<file path="src/rtl/mem_arb_pkg.sv">
// Shared types for the I/D-cache memory port arbiter: FSM states, width defaults, requester IDs.
package mem_arb_pkg;

  typedef enum logic [1:0] {
    IDLE    = 2'd0,
    GRANT_I = 2'd1,
    GRANT_D = 2'd2,
    DONE    = 2'd3
  } arb_state_t;

  localparam int DEF_ADDR_W = 28;
  localparam int DEF_DATA_W = 128;

  typedef logic req_id_t;
  localparam req_id_t REQ_I = 1'b0;
  localparam req_id_t REQ_D = 1'b1;

endpackage

</file>
<file path="src/rtl/mem_arb_pick.sv">
// Combinational grant selector; MEM_ARB_RR_EN selects round-robin, otherwise D-cache has fixed priority.
module mem_arb_pick
  import mem_arb_pkg::*;
(
  input  logic    i_req,
  input  logic    d_req,
  input  req_id_t last_grant,
  output req_id_t grant
);

`ifdef MEM_ARB_RR_EN
  always_comb begin
    grant = REQ_I;
    if (i_req && d_req) begin
      grant = (last_grant == REQ_D) ? REQ_I : REQ_D;
    end else if (d_req) begin
      grant = REQ_D;
    end
  end
`else
  // Fixed priority needs neither the pointer nor the I request to decide.
  logic unused_pick;
  assign unused_pick = last_grant ^ i_req;
  assign grant = d_req ? REQ_D : REQ_I;
`endif

endmodule

</file>
<file path="src/rtl/mem_port_arbiter.sv">
// Shares one memory port between I- and D-cache; request registered to mem_* one cycle after IDLE, ready/rdata routed combinationally.
// Requests are held by the caches until ready; DONE adds one dead cycle per transfer. MEM_ARB_RR_EN enables round-robin.
module mem_port_arbiter
  import mem_arb_pkg::*;
#(
  parameter int ADDR_W = DEF_ADDR_W,
  parameter int DATA_W = DEF_DATA_W,
  parameter int CNT_W  = 16
) (
  input  logic              clk,
  input  logic              rst_n,
  input  logic              i_read,
  input  logic              i_write,
  input  logic [ADDR_W-1:0] i_addr,
  input  logic [DATA_W-1:0] i_wdata,
  output logic              i_ready,
  output logic [DATA_W-1:0] i_rdata,
  input  logic              d_read,
  input  logic              d_write,
  input  logic [ADDR_W-1:0] d_addr,
  input  logic [DATA_W-1:0] d_wdata,
  output logic              d_ready,
  output logic [DATA_W-1:0] d_rdata,
  output logic              mem_read,
  output logic              mem_write,
  output logic [ADDR_W-1:0] mem_addr,
  output logic [DATA_W-1:0] mem_wdata,
  input  logic              mem_ready,
  input  logic [DATA_W-1:0] mem_rdata,
  output logic [CNT_W-1:0]  conflict_cnt
);

  localparam logic [CNT_W-1:0] CNT_ONE = {{(CNT_W-1){1'b0}}, 1'b1};

  arb_state_t        state_q, state_d;
  logic              mem_read_q, mem_read_d;
  logic              mem_write_q, mem_write_d;
  logic [ADDR_W-1:0] mem_addr_q, mem_addr_d;
  logic [DATA_W-1:0] mem_wdata_q, mem_wdata_d;
  logic [CNT_W-1:0]  cnt_q, cnt_d;
  logic              i_req, d_req, waiting;
  req_id_t           grant, last_q;

  assign i_req = i_read | i_write;
  assign d_req = d_read | d_write;

`ifdef MEM_ARB_RR_EN
  req_id_t last_d;
`else
  assign last_q = REQ_D;
`endif

  mem_arb_pick u_pick (
    .i_req      (i_req),
    .d_req      (d_req),
    .last_grant (last_q),
    .grant      (grant)
  );

  assign waiting = ((state_q == GRANT_I) && d_req) || ((state_q == GRANT_D) && i_req);

  always_comb begin
    state_d     = state_q;
    mem_read_d  = mem_read_q;
    mem_write_d = mem_write_q;
    mem_addr_d  = mem_addr_q;
    mem_wdata_d = mem_wdata_q;
    cnt_d       = cnt_q;
`ifdef MEM_ARB_RR_EN
    last_d      = last_q;
`endif
    if (waiting && (cnt_q != '1)) begin
      cnt_d = cnt_q + CNT_ONE;
    end
    case (state_q)
      IDLE: begin
        if (i_req || d_req) begin
          // Write wins when a requester illegally raises both.
          if (grant == REQ_D) begin
            state_d     = GRANT_D;
            mem_write_d = d_write;
            mem_read_d  = d_read & ~d_write;
            mem_addr_d  = d_addr;
            mem_wdata_d = d_wdata;
          end else begin
            state_d     = GRANT_I;
            mem_write_d = i_write;
            mem_read_d  = i_read & ~i_write;
            mem_addr_d  = i_addr;
            mem_wdata_d = i_wdata;
          end
`ifdef MEM_ARB_RR_EN
          last_d = grant;
`endif
        end
      end
      GRANT_I, GRANT_D: begin
        if (mem_ready) begin
          state_d     = DONE;
          mem_read_d  = 1'b0;
          mem_write_d = 1'b0;
        end
      end
      DONE:    state_d = IDLE;
      default: state_d = IDLE;
    endcase
  end

  always_ff @(posedge clk or negedge rst_n) begin
    if (!rst_n) begin
      state_q     <= IDLE;
      mem_read_q  <= 1'b0;
      mem_write_q <= 1'b0;
      mem_addr_q  <= '0;
      mem_wdata_q <= '0;
      cnt_q       <= '0;
`ifdef MEM_ARB_RR_EN
      last_q      <= REQ_D;
`endif
    end else begin
      state_q     <= state_d;
      mem_read_q  <= mem_read_d;
      mem_write_q <= mem_write_d;
      mem_addr_q  <= mem_addr_d;
      mem_wdata_q <= mem_wdata_d;
      cnt_q       <= cnt_d;
`ifdef MEM_ARB_RR_EN
      last_q      <= last_d;
`endif
    end
  end

  assign mem_read     = mem_read_q;
  assign mem_write    = mem_write_q;
  assign mem_addr     = mem_addr_q;
  assign mem_wdata    = mem_wdata_q;
  assign conflict_cnt = cnt_q;
  assign i_ready      = (state_q == GRANT_I) && mem_ready;
  assign d_ready      = (state_q == GRANT_D) && mem_ready;
  assign i_rdata      = mem_rdata;
  assign d_rdata      = mem_rdata;

endmodule
</file>
<file path="config.mk">
export PLATFORM = sky130hd
export DESIGN_NAME = mem_port_arbiter
export DESIGN_NICKNAME = d
export VERILOG_FILES = /design/src/rtl/mem_arb_pkg.sv /design/src/rtl/mem_arb_pick.sv /design/src/rtl/mem_port_arbiter.sv
export SDC_FILE = /design/constraint.sdc
export NUM_CORES = 1
export LEC_CHECK = 0
export BUFFER_PORTS_ARGS = -buffer_cell sky130_fd_sc_hd__buf_2
export CAP_MARGIN = 40
export CELL_PAD_IN_SITES_DETAIL_PLACEMENT = 0
export CELL_PAD_IN_SITES_GLOBAL_PLACEMENT = 1
export CORE_AREA = 2 2 341 343
export DETAILED_ROUTE_END_ITERATION = 6
export DIE_AREA = 0 0 343 345
export GPL_TIMING_DRIVEN = 0
export PLACE_DENSITY = 0.37
export SKIP_CTS_REPAIR_TIMING = 1
export SLEW_MARGIN = 10
export SYNTH_ARGS = -nofsm -noshare
export SYNTH_HDL_FRONTEND = slang
export SYNTH_SLANG_ARGS = --single-unit
</file>
<file path="constraint.sdc">
create_clock -name clk -period 1.9 [get_ports clk]
set_clock_uncertainty 0.05 [all_clocks]
set_input_delay 0.19 -clock clk [delete_from_list [all_inputs] [get_ports clk]]
set_output_delay 0.19 -clock clk [all_outputs]
set_load 0.01 [all_outputs]
</file>
Word-level counts from Yosys, hierarchy flattened
Cells that the tools add are included.
- flip-flop bits (word level): 176
- output and inout bits: 432
- $add $sub $neg: 1
- equal/unequal tests: 6
- mux-type cells: 14
- bitwise operators: 6
- reductions and logical operators: 13
- operator list (kind ; count):
    $mux W128 ; 1
    $mux W28 ; 1
    $add A16 B1 Y16 const B ; 1
    $ne A16 B16 Y1 const B ; 1
    $mux W1 ; 6
    $mux W2 ; 3
    $pmux W2 S3 ; 1
    $logic_and A1 B1 Y1 ; 5
    $eq A2 B2 Y1 const B ; 2
    $ne A2 B2 Y1 const B ; 2
    $pmux W1 S2 ; 2
    $reduce_and A2 Y1 ; 2
    $reduce_and A3 Y1 ; 1
    $and A1 B1 Y1 ; 2
    $eq A2 B1 Y1 const B ; 1
    $logic_not A2 Y1 ; 1
    $logic_or A1 B1 Y1 ; 2
    $not A1 Y1 ; 2
    $or A1 B1 Y1 ; 2
    $reduce_bool A2 Y1 ; 1
    $reduce_or A2 Y1 ; 1

Longest topological paths before layout
- depth after elaboration: 5
- mapped depth: 9

Hierarchy
A second synthesis with hierarchy kept.
- cells, all modules: 1048
- area, all modules: 10226.1 µm²
- by module, submodules not included (module ; instances ; cells an instance ; area an instance (µm²)):
    mem_port_arbiter ; 1 ; 1047 ; 10218.6
    mem_arb_pick ; 1 ; 1 ; 7.5

Least setup slack after synthesis
No wires, ideal clock.
- path kind: flip-flop to flip-flop
- start: register cnt_q[0], in the netlist conflict_cnt[0]
- end: register cnt_q[1], in the netlist conflict_cnt[1]
- setup time: 128 ps
- arrival time: 1590 ps
- setup slack: 133 ps
- stages on the path, launching flop included: 6
- path through: dfrtp_1 -> ha_1 -> and4_1 -> nand4b_2 -> and2_1 -> mux2_1
- word-level cells in the longest chain between the ends: 2
- elaborated cells between the ends (all ways): 3
- ends and longest elaborated chain (element ; line ; source):
    start, declared ; mem_port_arbiter.sv:40 ; logic [CNT_W-1:0] cnt_q, cnt_d;
    start signal, assigned ; mem_port_arbiter.sv:126 ; cnt_q <= cnt_d;
    branches (longest 2 deep; another with $add A16 B1 Y16) ; - ;
Several ways; the timed one is not identified.
A chain may end at the register's enable or synchronous reset.

Final worst setup path
Ends and elaborated chain as after synthesis.

==> results.json <==
{
  "status": "complete, but fails checks",
  "violations": "negative hold slack",
  "r2r_slack_ps": 80,
  "whs_ps": -26.3,
  "ys_ff_latch": 176,
  "synthCells": 1047,
  "cts_tree": "yes",
  "core_sq_um": 115000,
  "final_cells": 3659,
  "worst_pin_slew_ps": 620,
  "area_growth_pct": 93.8,
  "root_buffer": "clkbuf_16",
  "fmax_mhz": 549,
  "dp_cells": 3324,
  "syn_nets": 1499,
  "cp.required_ps": 2240,
  "end_kind": "flip-flop",
  "syn_avg_cell_area_sq_um": 9.74,
  "p_comb_share_pct": 48.2,
  "routed_via_density": 3.02,
  "switching_share_pct": 41.3,
  "arrival_ps": 2160,
  "period_share_pct": 95.8,
  "synthFlopType": "dfrtp_1",
  "numCtsBuffers": 17,
  "hp-class": "input pin to flip-flop",
  "postRouteAntennaNets": 0,
  "switching_power_mw": 8.43,
  "synth_cell_types": 34,
  "num_vias": 11052,
  "p_int_mw": 12.0,
  "grt_usage_pct": 8.28,
  "cts_buffer_depth": 2,
  "syn_area_sq_um": 10200,
  "fin_nets": 2573,
  "dr.pass1.iters": 4,
  "place_congestion": 0.759,
  "maxCapViolations": 0,
  "drc": 0,
  "maxSlewHeadroom_pct": 58.7,
  "initial_core_util_pct": 8.86,
  "drive_above_1_share_pct": 52.2,
  "multi_input_area_sq_um": 3570,
  "yosys_warnings": 0,
  "drt-total-wl_mm": 53.2,
  "slew_viol_final": 0,
  "grt_pass1_vias": 10457,
  "hold_viol_final": 3,
  "wl_per_cell_um": 14.6,
  "io_pins": 879,
  "rows": 125,
  "fin_crit_ps": 1820,
  "leakage_nw": 9.79,
  "io_buffer_count": 750,
  "worst_setup_path_start_kind": "flip-flop",
  "die_area_sq_um": 118000,
  "die_h_um": 345,
  "dp_hpwl_mm": 42.3,
  "criticalPathCategory": "flip-flop to flip-flop",
  "ys_async_sr_fraction_pct": 100,
  "first_iter_violations": 250,
  "grt-ovfl-total": 0,
  "place_ws_ps": -644,
  "cts.sinks": 176,
  "fp.dieW_um": 343,
  "fin_ws_ps": 79.8,
  "ys_seq_area_share_pct": 43.2,
  "grt_pass1_wl_mm": 70.0,
  "grt_max_degree": 90,
  "crit_path_max_fanout": 6,
  "synth_edf_count": 0,
  "p_per_area_nw_per_um2": 1030,
  "synth_top_cell_by_area": "dfrtp_1",
  "antenna_found_initial": 7,
  "seqCellArea_sq_um": 4410,
  "h-tree-depth": 4,
  "insertion_delay_ps": 510,
  "synth_top_area_share_pct": 43.2,
  "fillCellCount": 12994,
  "seq_power_share_pct": 31.7,
  "clkPwrFrac_pct": 20.1,
  "finalSetupViolCount": 0,
  "irDropWorstVdd_mv": 0.711,
  "path_clk_slew_ps": 80,
  "grt_setup_unrepaired": "false",
  "ys_top_cells_by_area": "dfrtp_1, buf_4, mux2i_1"
}
==> critical path, cell delays in order (launching register included) <==
cell      delay, ps
dfrtp_2         430
ha_1            250
and4_4          290
nand4b_4        140
and2_1          230
mux2_1          320
==> Yosys cell counts (2+ instances only) <==
cell / n
buf_6: 10
nor2_1: 7
nand2b_1: 3
dfrtp_1: 176
nand2_1: 165
nand4_1: 9
a21oi_1: 7
mux2_2: 4
xnor2_1: 8
clkbuf_1: 4
mux2i_1: 156
and4_1: 3
and3_1: 2
inv_1: 5
ha_1: 5
a211oi_1: 4
buf_2: 32
buf_4: 257
o21ai_0: 109
nand3_1: 9
o21ai_1: 50
and2_1: 3
clkbuf_2: 6
a31oi_1: 3
==> power by group through the flow <==
stage	registers, mW	logic (mW)	clock network, mW
finish	6.46	9.84	4.09
global route	6.73	11.0	4.51
CTS	6.51	9.23	4.38
detailed placement	6.55	9.24	0
global placement	6.50	9.18	0
floorplan	7.24	3.65	0
==> through the flow <==
step | cell area (sq um) | util, % | power [mW] | TNS, ps
3_3_place_gp | 15900 | 13.8 | 15.7 | -554760
2_1_floorplan | 10200 | - | 10.9 | 0
4_1_cts | 16600 | 14.4 | 20.1 | -54330
3_5_place_dp | 15900 | 13.8 | 15.8 | -65900
6_report | 19800 | 17.2 | 20.4 | 0
5_1_grt | 19800 | 17.2 | 22.3 | 0
==> flip-flops by register name, indices dropped and copies added (netlist names) <==
register	flops
mem_write	1
conflict_cnt	16
mem_wdata	128
mem_read	1
state_q	2
mem_addr	28
==> cell type report <==
cell class | instances | area share, %
antenna | 1 | 0.0127
tap | 1524 | 9.64
multi-input combinational | 557 | 18.1
clock buffer | 19 | 2.24
timing repair buffer | 1055 | 34.8
sequential | 176 | 22.3
buffer | 309 | 11.8
inverter | 5 | 0.0949
clock inverter | 13 | 1.00
==> layer usage <==
| layer | up-vias | routed length (um) | track usage [%] |
|---|---|---|---|
| met5 | - | 27 | 0 |
| met3 | 34 | 3870 | 2.63 |
| met4 | 4 | 722 | 2.64 |
| li1 | 5419 | - | - |
| met1 | 5107 | 20800 | 8.91 |
| met2 | 488 | 27800 | 15.2 |
==> worst paths after layout <==
kind,startpoint,depth (start not counted),to
worst max-delay path,conflict_cnt[0]$_DFFE_PN0P_,5,conflict_cnt[1]$_DFFE_PN0P_
worst min-delay path,d_addr[17],3,mem_addr[17]$_DFFE_PN0P_
worst max register to register,conflict_cnt[0]$_DFFE_PN0P_,5,conflict_cnt[1]$_DFFE_PN0P_
worst min register to register,mem_wdata[69]$_DFFE_PN0P_,2,mem_wdata[69]$_DFFE_PN0P_
max in group asynchronous,rst_n,4,mem_wdata[81]$_DFFE_PN0P_
min in group asynchronous,rst_n,3,mem_addr[25]$_DFFE_PN0P_
==> logic make-up after synthesis <==
| logic type | after synthesis | synth area share, % |
|---|---|---|
| muxes | 161 | 15.9 |
| and+or+nand+nor | 206 | 8.52 |
| AOI/OAI and AO/OA | 176 | 8.85 |
| adders and majority gates | 5 | 0.613 |
| DFF | 176 | 43.2 |
| buffers and inverters | 314 | 22.2 |
| xor gates and xnor gates | 9 | 0.773 |
==> cell usage in the layout (no fill, tap or decap), drive strengths merged, types with 2 or more instances in the layout <==
cell	instances
a211oi	4
a21oi	7
a31oi	3
and2	3
and3	2
and4	3
buf	1051
bufinv	4
clkbuf	37
clkinv	4
dfrtp	176
dlygate4sd3	295
ha	5
inv	10
mux2	5
mux2i	156
nand2	165
nand2b	3
nand3	9
nand4	9
nor2	7
o21ai	159
xnor2	8
No activity file was read; power rests on OpenSTA's default activity.
